$ cat src/rtl/stack_engine_pkg.sv
// stack_engine_pkg: opcodes, error codes and RUN/HALT encoding shared by the stack engine.
package stack_engine_pkg;

    localparam logic [2:0] OP_NOP  = 3'd0;
    localparam logic [2:0] OP_PUSH = 3'd1;
    localparam logic [2:0] OP_POP  = 3'd2;
    localparam logic [2:0] OP_DUP  = 3'd3;
    localparam logic [2:0] OP_SWAP = 3'd4;
    localparam logic [2:0] OP_OVER = 3'd5;
    localparam logic [2:0] OP_ADD  = 3'd6;
    localparam logic [2:0] OP_SUB  = 3'd7;

    localparam logic [1:0] ERR_NONE = 2'd0;
    localparam logic [1:0] ERR_OVF  = 2'd1;
    localparam logic [1:0] ERR_UNF  = 2'd2;
    localparam logic [1:0] ERR_ILL  = 2'd3;

    typedef enum logic {
        ST_RUN  = 1'b0,
        ST_HALT = 1'b1
    } state_t;

endpackage

$ cat src/rtl/stack_engine_check.sv
// stack_engine_check: combinational op legality and error code from (op, count, full).
// Opcodes 6/7 are illegal unless STACK_ENGINE_ALU_EN is defined.
module stack_engine_check
    import stack_engine_pkg::*;
#(
    parameter int DEPTH = 8,
    parameter int CW    = $clog2(DEPTH + 1)
) (
    input  logic [2:0]    op,
    input  logic [CW-1:0] count,
    input  logic          full,
    output logic          legal,
    output logic [1:0]    code
);

    logic ovf;
    logic unf;
    logic ill;

    always_comb begin
        ovf = (op == OP_PUSH || op == OP_DUP || op == OP_OVER) && full;
        unf = ((op == OP_POP || op == OP_DUP) && count == '0) ||
              ((op == OP_SWAP || op == OP_OVER || op == OP_ADD || op == OP_SUB) && count < CW'(2));
`ifdef STACK_ENGINE_ALU_EN
        ill = 1'b0;
`else
        ill = op == OP_ADD || op == OP_SUB;
`endif
        code  = ill ? ERR_ILL : ovf ? ERR_OVF : unf ? ERR_UNF : ERR_NONE;
        legal = code == ERR_NONE;
    end

endmodule

$ cat src/rtl/stack_engine.sv
// stack_engine: parametrised shift-register operand stack with error halt and clear handshake.
// Define STACK_ENGINE_ALU_EN to build ADD/SUB; otherwise opcodes 6/7 raise an illegal-op error.
module stack_engine
    import stack_engine_pkg::*;
#(
    parameter int WIDTH = 4,
    parameter int DEPTH = 8
) (
    input  logic                       clk,
    input  logic                       rst,
    input  logic                       op_valid,
    output logic                       op_ready,
    input  logic [2:0]                 op,
    input  logic [WIDTH-1:0]           din,
    input  logic                       clr_err,
    output logic [WIDTH-1:0]           tos,
    output logic [WIDTH-1:0]           nos,
    output logic [$clog2(DEPTH+1)-1:0] count,
    output logic                       full,
    output logic                       empty,
    output logic                       err,
    output logic [1:0]                 err_code
);

    localparam int CW = $clog2(DEPTH + 1);

    state_t                        state, state_nxt;
    logic [DEPTH-1:0][WIDTH-1:0]   stk, stk_nxt;
    logic [CW-1:0]                 count_nxt;
    logic                          err_nxt;
    logic [1:0]                    code_nxt;
    logic                          legal;
    logic [1:0]                    chk_code;
    logic                          accept;
    logic                          do_push;
    logic                          do_pop;
    logic [WIDTH-1:0]              push_v;

    stack_engine_check #(.DEPTH(DEPTH), .CW(CW)) u_check (
        .op    (op),
        .count (count),
        .full  (full),
        .legal (legal),
        .code  (chk_code)
    );

    assign op_ready = state == ST_RUN;
    assign accept   = op_valid && op_ready;
    assign tos      = stk[0];
    assign nos      = stk[1];
    assign full     = count == CW'(DEPTH);
    assign empty    = count == '0;
    assign do_push  = op == OP_PUSH || op == OP_DUP || op == OP_OVER;
    assign push_v   = op == OP_PUSH ? din : op == OP_DUP ? stk[0] : stk[1];
`ifdef STACK_ENGINE_ALU_EN
    logic [WIDTH-1:0] alu_v;
    assign do_pop = op == OP_POP || op == OP_ADD || op == OP_SUB;
    assign alu_v  = op == OP_ADD ? stk[1] + stk[0] : stk[1] - stk[0];
`else
    assign do_pop = op == OP_POP;
`endif

    always_ff @(posedge clk) begin
        if (rst) begin
            state    <= ST_RUN;
            stk      <= '0;
            count    <= '0;
            err      <= 1'b0;
            err_code <= ERR_NONE;
        end else begin
            state    <= state_nxt;
            stk      <= stk_nxt;
            count    <= count_nxt;
            err      <= err_nxt;
            err_code <= code_nxt;
        end
    end

    // An erroring op is consumed without touching the stack; vacated slots shift in zero.
    always_comb begin
        state_nxt = state;
        stk_nxt   = stk;
        count_nxt = count;
        err_nxt   = err;
        code_nxt  = err_code;
        if (state == ST_HALT) begin
            if (clr_err) begin
                state_nxt = ST_RUN;
                err_nxt   = 1'b0;
                code_nxt  = ERR_NONE;
            end
        end else if (accept && !legal) begin
            state_nxt = ST_HALT;
            err_nxt   = 1'b1;
            code_nxt  = chk_code;
        end else if (accept) begin
            if (do_push) begin
                stk_nxt   = {stk[DEPTH-2:0], push_v};
                count_nxt = count + CW'(1);
            end else if (do_pop) begin
                stk_nxt   = {WIDTH'(0), stk[DEPTH-1:1]};
`ifdef STACK_ENGINE_ALU_EN
                stk_nxt[0] = op == OP_POP ? stk[1] : alu_v;
`endif
                count_nxt = count - CW'(1);
            end else if (op == OP_SWAP) begin
                stk_nxt[0] = stk[1];
                stk_nxt[1] = stk[0];
            end
        end
    end

endmodule

$ cat config.mk
export PLATFORM = sky130hd
export DESIGN_NAME = stack_engine
export DESIGN_NICKNAME = d
export VERILOG_FILES = /design/src/rtl/stack_engine_pkg.sv /design/src/rtl/stack_engine_check.sv /design/src/rtl/stack_engine.sv
export SDC_FILE = /design/constraint.sdc
export NUM_CORES = 1
export LEC_CHECK = 0
export ABC_AREA = 1
export ABC_CLOCK_PERIOD_IN_PS = 4300
export BUFFER_PORTS_ARGS = -buffer_cell sky130_fd_sc_hd__buf_4
export CORE_MARGIN = 2
export CORE_UTILIZATION = 39
export CTS_CLUSTER_SIZE = 24
export DETAILED_ROUTE_END_ITERATION = 10
export PLACE_DENSITY = 0.54
export SYNTH_ARGS = -nofsm -noshare
export SYNTH_HDL_FRONTEND = slang
export SYNTH_HIERARCHICAL = 1
export SYNTH_SLANG_ARGS = --single-unit
$ cat constraint.sdc
create_clock -name clk -period 4.3 [get_ports clk]
set_input_delay 1.29 -clock clk [delete_from_list [all_inputs] [get_ports clk]]
set_output_delay 1.29 -clock clk [all_outputs]
set_load 0.1 [all_outputs]
* Word-level counts from Yosys, hierarchy flattened
Index checks and enable logic that the tools add are counted.
Word-level totals: register bits after elaboration 40, output and inout port bits 18
Operators by class: add/subtract/negate cells 2, bitwise logic cells 2, multiplexer cells 20, order comparisons 1, reductions and logical operators 23, equality and inequality tests 10
Operator list (number):
- $mux W32 | 1
- $mux W24 | 1
- $mux W4 | 4
- $mux W8 | 2
- $eq A3 B3 Y1 const B | 4
- $mux W2 | 6
- $logic_or A1 B1 Y1 | 8
- $reduce_and A4 Y1 | 2
- $eq A3 B2 Y1 const B | 2
- $mux W1 | 6
- $logic_and A1 B1 Y1 | 5
- $reduce_and A5 Y1 | 1
- $add A4 B1 Y4 const B | 1
- $eq A4 B4 Y1 const B | 1
- $logic_not A4 Y1 | 1
- $lt A4 B2 Y1 const B | 1
- $reduce_bool A2 Y1 | 2
- $sub A4 B1 Y4 const B | 1
- $eq A3 B1 Y1 const B | 1
- $ne A3 B3 Y1 const B | 1
- $reduce_bool A3 Y1 | 1
- $logic_not A2 Y1 | 1
- $ne A2 B2 Y1 const B | 1
- $not A1 Y1 | 2
- 2 further kinds | 2

* Longest topological paths before layout
word-level depth 14, mapped depth 14

* Hierarchy
The synthesis kept the hierarchy.
Modules (own cells, without submodules):
- stack_engine | cells an instance 273, instances 1, area an instance 1990.7 sq um, sequential area each 800.8 sq um
- stack_engine_check | cells an instance 14, instances 1, area an instance 57.6 sq um, sequential area each 0.0 sq um

* Worst setup path before layout
OpenSTA, ideal clock, no wires.
kind register -> output, start register count[3], end output port full, data arrival time 3.306 ns, path slack -0.296 ns, path buffers 0, stages on the path, launching flop included 3, cells stage by stage dfxtp_1 inv_1 nor3_1
On the way: longest elaborated chain between the ends 1
RTL lines:
- start: declaration | RTL line stack_engine.sv:18 | output logic [$clog2(DEPTH+1)-1:0] count,
- start signal: assignment | RTL line stack_engine.sv:73 | count <= count_nxt;
- $eq A4 B4 Y1 | RTL line stack_engine.sv:51 | assign full = count == CW'(DEPTH);
- end: declaration | RTL line stack_engine.sv:19 | output logic full,
Every way passes these cells.

* Worst setup path in the final report
start register count[0], end output port full
Same word-level chain as after synthesis.

==> out/results.txt <==
The flow ran to the end, and the final reports show no timing, DRC or antenna violations. TritonCTS built the clock tree. For the register area share after synthesis, the log shows 0.391. Setup violations remaining at the end of the flow were counted as 0. Yosys mapped a number of flops with a built-in enable equal to 0.

CTS placed an instance of clkbuf_8 at the clock tree root. 29 I/O pins were placed. The initialized floorplan defines 26 standard-cell rows.

Combinational family with the most area after synthesis: compound AO/OA/AOI/OAI gates. The shortest period the worst path allows is 2.70 ns. The worst setup path is launched from a flop.

The clock tree synthesis step divided the H-tree into 2 levels. The floorplan step defined a die boundary enclosing 5850 um2. The final routed wire length divided by cell count was 11.7 um; the critical path data required time was 3.01 ns.

A synthesized cell averages 7.14 um2. The utilization after layout is 0.456, and the total of cells resized after clock tree synthesis is 0. In the final design database the tool counted 317 nets. The number of nets in the synthesized netlist is 301. VDD sags by at most 143 uV. The critical path goes through inv_1 -> nand2_1 -> nor3_2 -> buf_4. The tools report the final count of hold timing violations as 0. The tools report the overall routed net length as 4390 um.

For the number of clock sinks, the log shows 40. Entering global routing, the biggest net connects 30 pins. The Yosys step of the flow raised 6 warnings. The tools report the initial cell density of the core as 0.404. The tools report the iteration count of the initial detailed-routing pass as 4. The routed layout has 1819 vias.

The complex-gate fraction of the synthesized area is 0.230, and the worst-path maximum fanout is 5. At the end of routability-driven placement, the weighted congestion stood at 0.743. For the overall power of the completed layout, the log shows 0.886 mW. The parity-gate share of the synthesized area counting xor and xnor cells came out at 0.00428. After clock tree synthesis, the clock-pin slew on the worst setup and hold paths is 0.08 ns. The final cycle utilization of the critical path is 0.627, and the max-slew violation total from the final report is 0. The area fraction of the dominant cell type after synthesis is 0.391. Prior to clock tree synthesis, the placed netlist has a worst setup slack of 1.53 ns. After clock tree synthesis, the setup repair step added 0 buffers. The global-route total usage across every layer was 0.155; the worst-case hold slack was 0.461 ns. Buffers inserted during clock tree synthesis total 5.

After detailed routing, the number of vias per cell comes to 4.86. The simple-gate share of the synthesized area was 0.219. In the synthesized netlist the dominant register cell turns out to be dfxtp_1.

The logs give 0 for the number of hold-repair buffers added at the cts stage and 0.371 GHz for the peak clock frequency supported by timing. Setup slack on the critical path of the routed design comes to 1.60 ns. The number of storage elements in the synthesis netlist was 40.

The count of max-cap constraint violations was 0; the biggest cell delay along the critical path was 0.35 ns. Total standard cell area after synthesis: 2050 um2. For the final sum of negative setup slack, the log shows 0 ns. The static leakage came out at 0.968 nW. No sink is reached through more buffers than the 2 on the longest clock path.

The initial antenna violation count is 0. For the worst setup path, the data arrival time is 1.41 ns. Fill cells in the final layout number 543. The cell count after synthesis is 287, and the share of post-route cells with drive strength above 1 is 0.184. Power spread over the standard cell area amounts to 383 nW/um2. Antenna violation net count after detailed routing: 0.

By area the synthesized netlist is led by dfxtp_1, a21oi_1, nand2_1, o21ai_0, inv_1. The tools report the clock skew after layout as 0.00302 ns. The tightest min-delay check is of the flop to flop type.

Type of the setup path with the least slack: flop to output pin. The width of the chip is 76.5 um, and the fraction of registers with async set or reset after synthesis is 0. For this run, design rule violations remaining after detail routing come to 0.

The number of antenna diodes in the final layout is 0. The element type at the critical path end is an output pin. The logs give 3010 um for the HPWL after detailed placement and 26 for the number of distinct library cells after synthesis. During placement, the flow inserted port buffers numbering 28. Via count of the first global-routing pass: 1558. On the critical path, the stage with the largest delay is an instance of dfxtp_1.

Global routing finished with a remaining overflow of 0. The signed area change from the synthesized netlist to the final layout was 13.0%. From bottom edge to top edge, the die measures 76.5 um. For the pin with the worst max-slew slack, the measured transition is 0.694 ns. Floorplan core area: 5070 um2. The cell type with the largest total area after synthesis is dfxtp_1.

The first global-routing pass estimated 7490 um of wire. Portion of netlist area occupied by mux cells: 0. At the later pin of the worst-skew pair, clock insertion delay measures 0.29 ns. The adder-cell share of the synthesized area was 0.0220; the remaining max-slew budget at the tightest pin was 0.537. Setup repair after global routing left no endpoint under its margin. The initial DRC count was 91.
## area by class of cell
type / instances / area, um2 / area share
clock buffers: 6 / 72.6 / 0.0314
clock inverters: 2 / 35.0 / 0.0151
inverters: 27 / 101 / 0.0438
multi-input cells: 198 / 985 / 0.425
flip-flops and latches: 40 / 801 / 0.346
well taps: 70 / 87.6 / 0.0378
repair buffers: 31 / 233 / 0.101
## critical path, delay by kind of cell, from the launching register on
| family | cells | cell delay [ns] |
|---|---|---|
| AND/OR/NAND/NOR | 2 | 0.28 |
| flip-flops | 1 | 0.35 |
| buffers and inverters | 2 | 0.48 |
## worst paths after layout
kind / start / endpoint / slack [ns] / depth (start not counted)
setup / recovery: count[0] / full / 1.60 / 4
hold / removal: err_code[0] / err_code[0] / 0.46 / 2
setup reg to reg: count[1] / stk[14] / 2.28 / 12
hold reg to reg: err_code[0] / err_code[0] / 0.46 / 2
## state kept, by name (all words and copies together) (netlist names)
signal    count
err           1
err_code      2
state         1
count         4
nos           4
tos           4
stk          24
## report_power, final
part / internal, mW / switching (mW) / leakage (nW)
Combinational: 0.0458 / 0.134 / 0.588
Clock: 0.172 / 0.134 / 0.0552
Sequential: 0.387 / 0.0134 / 0.324
Total: 0.605 / 0.282 / 0.968
## logic make-up after synthesis
group / after synthesis
AOI/OAI and AO/OA: 92
xor gates and xnor gates: 1
adders and majority gates: 3
buffers and inverters: 49
DFF: 40
and+or+nand+nor: 102
## cells in the final DEF, fill, tap and decap left out, drive strengths merged
master	Yosys	layout
clkinv	0	1
nand3	16	16
clkbuf	4	6
dfxtp	40	40
a21oi	56	56
xor2	1	1
bufinv	0	1
or2	1	1
a211oi	1	1
buf	18	31
nand2	69	69
nor3	2	2
o21ai	35	35
nor2	14	14
inv	27	27
ha	2	2
fa	1	1
## cell usage after synthesis (3+ instances only)
master / n
nand2_1: 62
a21oi_1: 55
dfxtp_1: 40
o21ai_0: 33
inv_1: 22
nand3_1: 16
nor2_1: 12
buf_4: 9
inv_2: 5
nand2_2: 5
buf_2: 4
buf_8: 3
clkbuf_1: 3
## per-stage QoR
step	area, um2	cells
after detailed placement	2210	366
after CTS	2310	374
final	2310	374
after global routing	2310	374
after floorplan	2060	287
after global placement	2210	366
## per-layer routing
layer | routed length, um | track usage | vias to the layer above | share of wire
li1 | - | - | 961 | -
met5 | 0 | 0 | - | 0
met3 | 154 | 0.0284 | 4 | 0.035
met4 | 44 | 0.0600 | 0 | 0.010
met1 | 2290 | 0.223 | 827 | 0.52
met2 | 1910 | 0.229 | 27 | 0.43
No activity file was read; power rests on OpenSTA's default activity.
